$ cat src/rtl/demux_pkg.sv
// Shared constants and types for the registered 1-to-2 demultiplexer.
// Holds the default data width and the output slot state encoding.
package demux_pkg;

    localparam int DEMUX_WIDTH = 8;

    typedef enum logic {
        SLOT_EMPTY = 1'b0,
        SLOT_FULL  = 1'b1
    } slot_state_t;

`ifdef DEMUX_COUNT_EN
    localparam bit DEMUX_HAS_CNT = 1'b1;
`else
    localparam bit DEMUX_HAS_CNT = 1'b0;
`endif

endpackage

$ cat src/rtl/demux_out_slot.sv
// One-entry holding register with valid/ready on the output side.
// Ports: clk, rst (sync, active-high); wr_en/wr_data load a beat;
// out_ready drains it; can_accept = slot empty or draining this cycle;
// out_valid/out_data present the held beat (data retained when empty).
module demux_out_slot
    import demux_pkg::*;
#(
    parameter int WIDTH = DEMUX_WIDTH
) (
    input  logic             clk,
    input  logic             rst,
    input  logic             wr_en,
    input  logic [WIDTH-1:0] wr_data,
    input  logic             out_ready,
    output logic             can_accept,
    output logic             out_valid,
    output logic [WIDTH-1:0] out_data
);

    slot_state_t      state_q;
    slot_state_t      state_d;
    logic [WIDTH-1:0] data_q;
    logic [WIDTH-1:0] data_d;

    assign can_accept = (state_q == SLOT_EMPTY) || out_ready;
    assign out_valid  = (state_q == SLOT_FULL);
    assign out_data   = data_q;

    always_comb begin
        state_d = state_q;
        data_d  = data_q;
        // A write wins over a drain: simultaneous in/out keeps it FULL.
        if (wr_en) begin
            state_d = SLOT_FULL;
            data_d  = wr_data;
        end else if (state_q == SLOT_FULL && out_ready) begin
            state_d = SLOT_EMPTY;
        end
    end

    always_ff @(posedge clk) begin
        if (rst) begin
            state_q <= SLOT_EMPTY;
            data_q  <= '0;
        end else begin
            state_q <= state_d;
            data_q  <= data_d;
        end
    end

endmodule

$ cat src/rtl/demux_1to2_reg.sv
// Registered 1-to-2 demultiplexer: in_sel steers each beat to one of
// two one-entry output slots, which drain independently.
// Ports: clk, rst (sync, active-high); in_valid/in_ready/in_sel/in_data;
// outN_valid/outN_ready/outN_data per channel; with DEMUX_COUNT_EN
// defined, cnt0/cnt1 count accepted beats per channel (wrapping).
module demux_1to2_reg
    import demux_pkg::*;
#(
    parameter int WIDTH = DEMUX_WIDTH
) (
    input  logic             clk,
    input  logic             rst,
`ifdef DEMUX_COUNT_EN
    output logic [WIDTH-1:0] cnt0,
    output logic [WIDTH-1:0] cnt1,
`endif
    input  logic             in_valid,
    output logic             in_ready,
    input  logic             in_sel,
    input  logic [WIDTH-1:0] in_data,
    output logic             out0_valid,
    input  logic             out0_ready,
    output logic [WIDTH-1:0] out0_data,
    output logic             out1_valid,
    input  logic             out1_ready,
    output logic [WIDTH-1:0] out1_data
);

    logic acc0;
    logic acc1;
    logic wr0;
    logic wr1;

    // Ready follows the selected slot; held low in reset so nothing
    // presented during reset is ever accepted.
    assign in_ready = !rst && (in_sel ? acc1 : acc0);
    assign wr0      = in_valid && in_ready && !in_sel;
    assign wr1      = in_valid && in_ready && in_sel;

    demux_out_slot #(
        .WIDTH(WIDTH)
    ) u_slot0 (
        .clk       (clk),
        .rst       (rst),
        .wr_en     (wr0),
        .wr_data   (in_data),
        .out_ready (out0_ready),
        .can_accept(acc0),
        .out_valid (out0_valid),
        .out_data  (out0_data)
    );

    demux_out_slot #(
        .WIDTH(WIDTH)
    ) u_slot1 (
        .clk       (clk),
        .rst       (rst),
        .wr_en     (wr1),
        .wr_data   (in_data),
        .out_ready (out1_ready),
        .can_accept(acc1),
        .out_valid (out1_valid),
        .out_data  (out1_data)
    );

`ifdef DEMUX_COUNT_EN
    logic [WIDTH-1:0] cnt0_q;
    logic [WIDTH-1:0] cnt0_d;
    logic [WIDTH-1:0] cnt1_q;
    logic [WIDTH-1:0] cnt1_d;

    always_comb begin
        cnt0_d = cnt0_q + {{(WIDTH-1){1'b0}}, wr0};
        cnt1_d = cnt1_q + {{(WIDTH-1){1'b0}}, wr1};
    end

    always_ff @(posedge clk) begin
        if (rst) begin
            cnt0_q <= '0;
            cnt1_q <= '0;
        end else begin
            cnt0_q <= cnt0_d;
            cnt1_q <= cnt1_d;
        end
    end

    assign cnt0 = cnt0_q;
    assign cnt1 = cnt1_q;
`endif

endmodule

$ cat config.mk
export PLATFORM = sky130hd
export DESIGN_NAME = demux_1to2_reg
export DESIGN_NICKNAME = d
export VERILOG_FILES = /design/src/rtl/demux_pkg.sv /design/src/rtl/demux_out_slot.sv /design/src/rtl/demux_1to2_reg.sv
export SDC_FILE = /design/constraint.sdc
export NUM_CORES = 1
export LEC_CHECK = 0
export CAP_MARGIN = 20
export CORE_MARGIN = 3
export CORE_UTILIZATION = 40
export CTS_CLUSTER_SIZE = 25
export DETAILED_ROUTE_END_ITERATION = 8
export DONT_BUFFER_PORTS = 1
export SLEW_MARGIN = 0
export SYNTH_ARGS = -nofsm -noshare
export SYNTH_HDL_FRONTEND = slang
export SYNTH_SLANG_ARGS = --single-unit
export TNS_END_PERCENT = 1
$ cat constraint.sdc
create_clock -name clk -period 1.7 [get_ports clk]
set_clock_uncertainty 0.2 [all_clocks]
set_input_delay 0.34 -clock clk [delete_from_list [all_inputs] [get_ports clk]]
set_output_delay 0.34 -clock clk [all_outputs]
set_load 0.02 [all_outputs]
==> metrics.csv <==
stage;metric;value;unit
timing;worst setup margin;0.02961;ns
synthesis;Post-Synth Simple-Gate Area;0.2052;
timing;RSZ-0062 raised after global routing;true;
synthesis;Synth Cell Area;823.3;um^2
place;PortBufs;0;
clock_tree;CTS tree;built;
floorplan;Initial Utilization;0.4476;
global_route;largest net degree at the start of global routing;21;
timing;hold slack final;0.04587;ns
synthesis;Avg Cell Area, Syn;10.98;um^2
place;GP Congestion;0.6014;
floorplan;Die ar.;0.002638;mm^2
timing;Final min period;1.670;ns
finish;share of layout cells above drive strength 1;0.2644;
global_route;grt ovf;0;
clock_tree;CTS root buffer;clkbuf_4;
clock_tree;CTS buffer count;3;
pwr;pwr/cell area;794.6;mW/mm^2
timing;Setup-failing EPs final;0;
worst_setup_path;crit path capture type;primary output;
synthesis;Post-Synth XOR/XNOR Area;0;
run_status;outcome;complete, no violations;
global_route;initial antenna violation count;0;
pwr;NetSw;0.0001937;W
synthesis;Compound-Gate Fraction of Synth Area;0.1535;
timing;Max Freq;598.7;MHz
synthesis;cell taking the most area after synthesis;dfxtp_1;
routing;final wirelength;1572;um
finish;Final #Nets;103;
finish;Area Overhead vs Synth;19.15;%
global_route;number of global-route vias before repair;533;
place;Final HPWL DP;1034;um
synthesis;mux cell area share after synthesis;0.1459;
synthesis;Synth Flop Type;dfxtp_1;
finish;Final Cell Area;980.9;um^2
worst_setup_path;CP required;1.16;ns
routing;post-route ant nets;0;
routing;# DRC;0;
place;Area after DPL;844.6;um^2
timing;fin crit share;0.9826;
flow_run;max cap viols;0;
pwr;Leakage;0.4021;nW
floorplan;die height;51.37;um
routing;Initial DRT Pass Iterations;1;
pwr;Tot Pwr;0.0007795;W
worst_setup_path;CP Class;reg -> out;
clock_tree;H-tree Lvls;1;
floorplan;CORE AREA;0.001839;mm^2
synthesis;#FFs+latches synth;18;
routing;iteration-0 DRC count of the detailed router;0;
pwr;peak supply drop;504.3;uV
worst_setup_path;CP max FO;3;
synthesis;Adder-Cell Fraction of Synth Area;0;
finish;Inserted Diodes;0;
routing;Vias/cell;5.018;
timing;Hold Violations, Final;0;
place;Post-Place Setup Slack;0.2130;ns
timing;actual slew at the worst max-slew pin;0.2457;ns
clock_tree;worst skew pair latency;0.28;ns
synthesis;post-synth top area share;0.4377;
timing;Slew Viols, Final;0;
synthesis;post-synthesis sequential area ratio;0.4377;
floorplan;cell row count;15;
pwr;Clk network pwr share;0.259;
clock_tree;clk sinks;18;
synthesis;syn nets;89;
pwr;internal power;0.0005858;W
worst_setup_path;CP arrival;1.13;ns
synthesis;most common cell in the synthesized netlist;dfxtp_1;
clock_tree;Longest Clk Path Bufs;2;
worst_setup_path;startpoint class of the critical path;flip-flop;
global_route;first-pass GRT wire length;2421;um
global_route;GRT Util Overall;0.1257;
pwr;sequential power share;0.621;
timing;Final TNS setup;0;ns
synthesis;Distinct cells, synth;15;
worst_setup_path;FF-to-FF setup slack;0.36;ns
pwr;sw frac;0.2485;
synthesis;Syn Inst Count;75;
synthesis;EDFF count, synth;0;
synthesis;Synth area leaders;dfxtp_1 44%, mux2_4 15%, a31o_1 8.5%;
synthesis;top post-synthesis cells by count;18 x dfxtp_1, 10 x nand2b_1, 9 x nor2b_1;
worst_hold_path;Hold Crit Class;in -> reg;
synthesis;Yosys warning count;0;
synthesis;Async SR Flop Fraction;0;
timing;Slew headroom;0.8360;
routing;DR WL/cell;14.04;um
routing;detailed-route via count;562;
floorplan;Ports;33;
floorplan;Die W;51.37;um
clock_tree;clk slew on worst S/H paths;0.09;ns
synthesis;largest family of logic cells by synthesized area;simple AND/OR/NAND/NOR gates;
pwr;Logic pwr share;0.120;
==> critical path: stages, from the launching register on <==
cell,delay (ns)
dfxtp_4,0.38
nor2b_4,0.13
a211oi_2,0.16
buf_4,0.16
==> final cells by class <==
cell class | instances | area (um^2)
Fill cell | 182 | 858.3
Multi-Input combinational cell | 51 | 427.9
Sequential cell | 18 | 364.1
Timing Repair Buffer | 15 | 135.1
Tap cell | 25 | 31.28
Clock buffer | 3 | 22.52
==> sequential cells by signal, indices dropped and copies added (netlist names) <==
name / flops
u_slot0.out_data: 8
u_slot1.out_data: 8
u_slot0.out_valid: 1
u_slot1.out_valid: 1
==> path summary, 6_finish.rpt <==
| check | endpoint | from | depth (start not counted) |
|---|---|---|---|
| hold / removal | u_slot1.out_valid | out1_ready | 3 |
| setup / recovery | in_ready | u_slot1.out_valid | 3 |
| setup reg to reg | u_slot0.out_data[4] | u_slot0.out_valid | 4 |
| hold reg to reg | u_slot0.out_valid | u_slot0.out_valid | 3 |
==> power groups by stage <==
stage	Sequential (W)	Combinational, W	Clock, W
6_report	0.000484	0.0000932	0.000202
5_1_grt	0.000487	0.000101	0.000235
4_1_cts	0.000485	0.0000939	0.000220
3_5_place_dp	0.000496	0.0000718	0
3_3_place_gp	0.000495	0.0000703	0
2_1_floorplan	0.000493	0.0000692	0
==> cell families after synthesis <==
kind of cell | after synthesis
multiplexers | 8
AND/OR/NAND/NOR | 25
AO/OA/AOI/OAI | 18
buffers and inverters | 6
flip-flops | 18
==> metal layers <==
layer | global-route usage | share of wire
met1 | 0.1337 | 0.42
met2 | 0.2055 | 0.49
met3 | 0.07580 | 0.084
met4 | 0.03930 | 0.0051
met5 | 0 | 0
==> stage by stage <==
step           std cells  utilization
3_5_place_dp          99       0.4592
4_1_cts              112       0.5333
5_1_grt              112       0.5333
2_1_floorplan         75            -
6_report             112       0.5333
3_3_place_gp          99       0.4592
==> timing repair <==
action / CTS / global route
gates resized for setup: 5 / 0
pin swaps: 1 / 0
endpoints found under the hold margin: 18 / 0
hold buffers: 9 / 0
buffers inserted: 1 / 0
setup endpoints to repair: 1 / 1
==> cells in the final DEF (no fill, tap or decap) <==
cell type | Yosys | routed
a21oi_2 | 1 | 1
dfxtp_1 | 18 | 17
and3b_1 | 1 | 1
nand2_4 | 1 | 1
dlygate4sd3_1 | 0 | 9
a211oi_2 | 0 | 1
a31o_1 | 8 | 8
dfxtp_4 | 0 | 1
nor2b_1 | 9 | 8
nand2b_1 | 10 | 10
a21oi_1 | 8 | 8
clkbuf_4 | 0 | 3
nor3b_4 | 1 | 1
nor2b_4 | 0 | 1
buf_4 | 0 | 6
mux2_4 | 8 | 8
nor2_1 | 3 | 3
No activity file was read; power rests on OpenSTA's default activity.
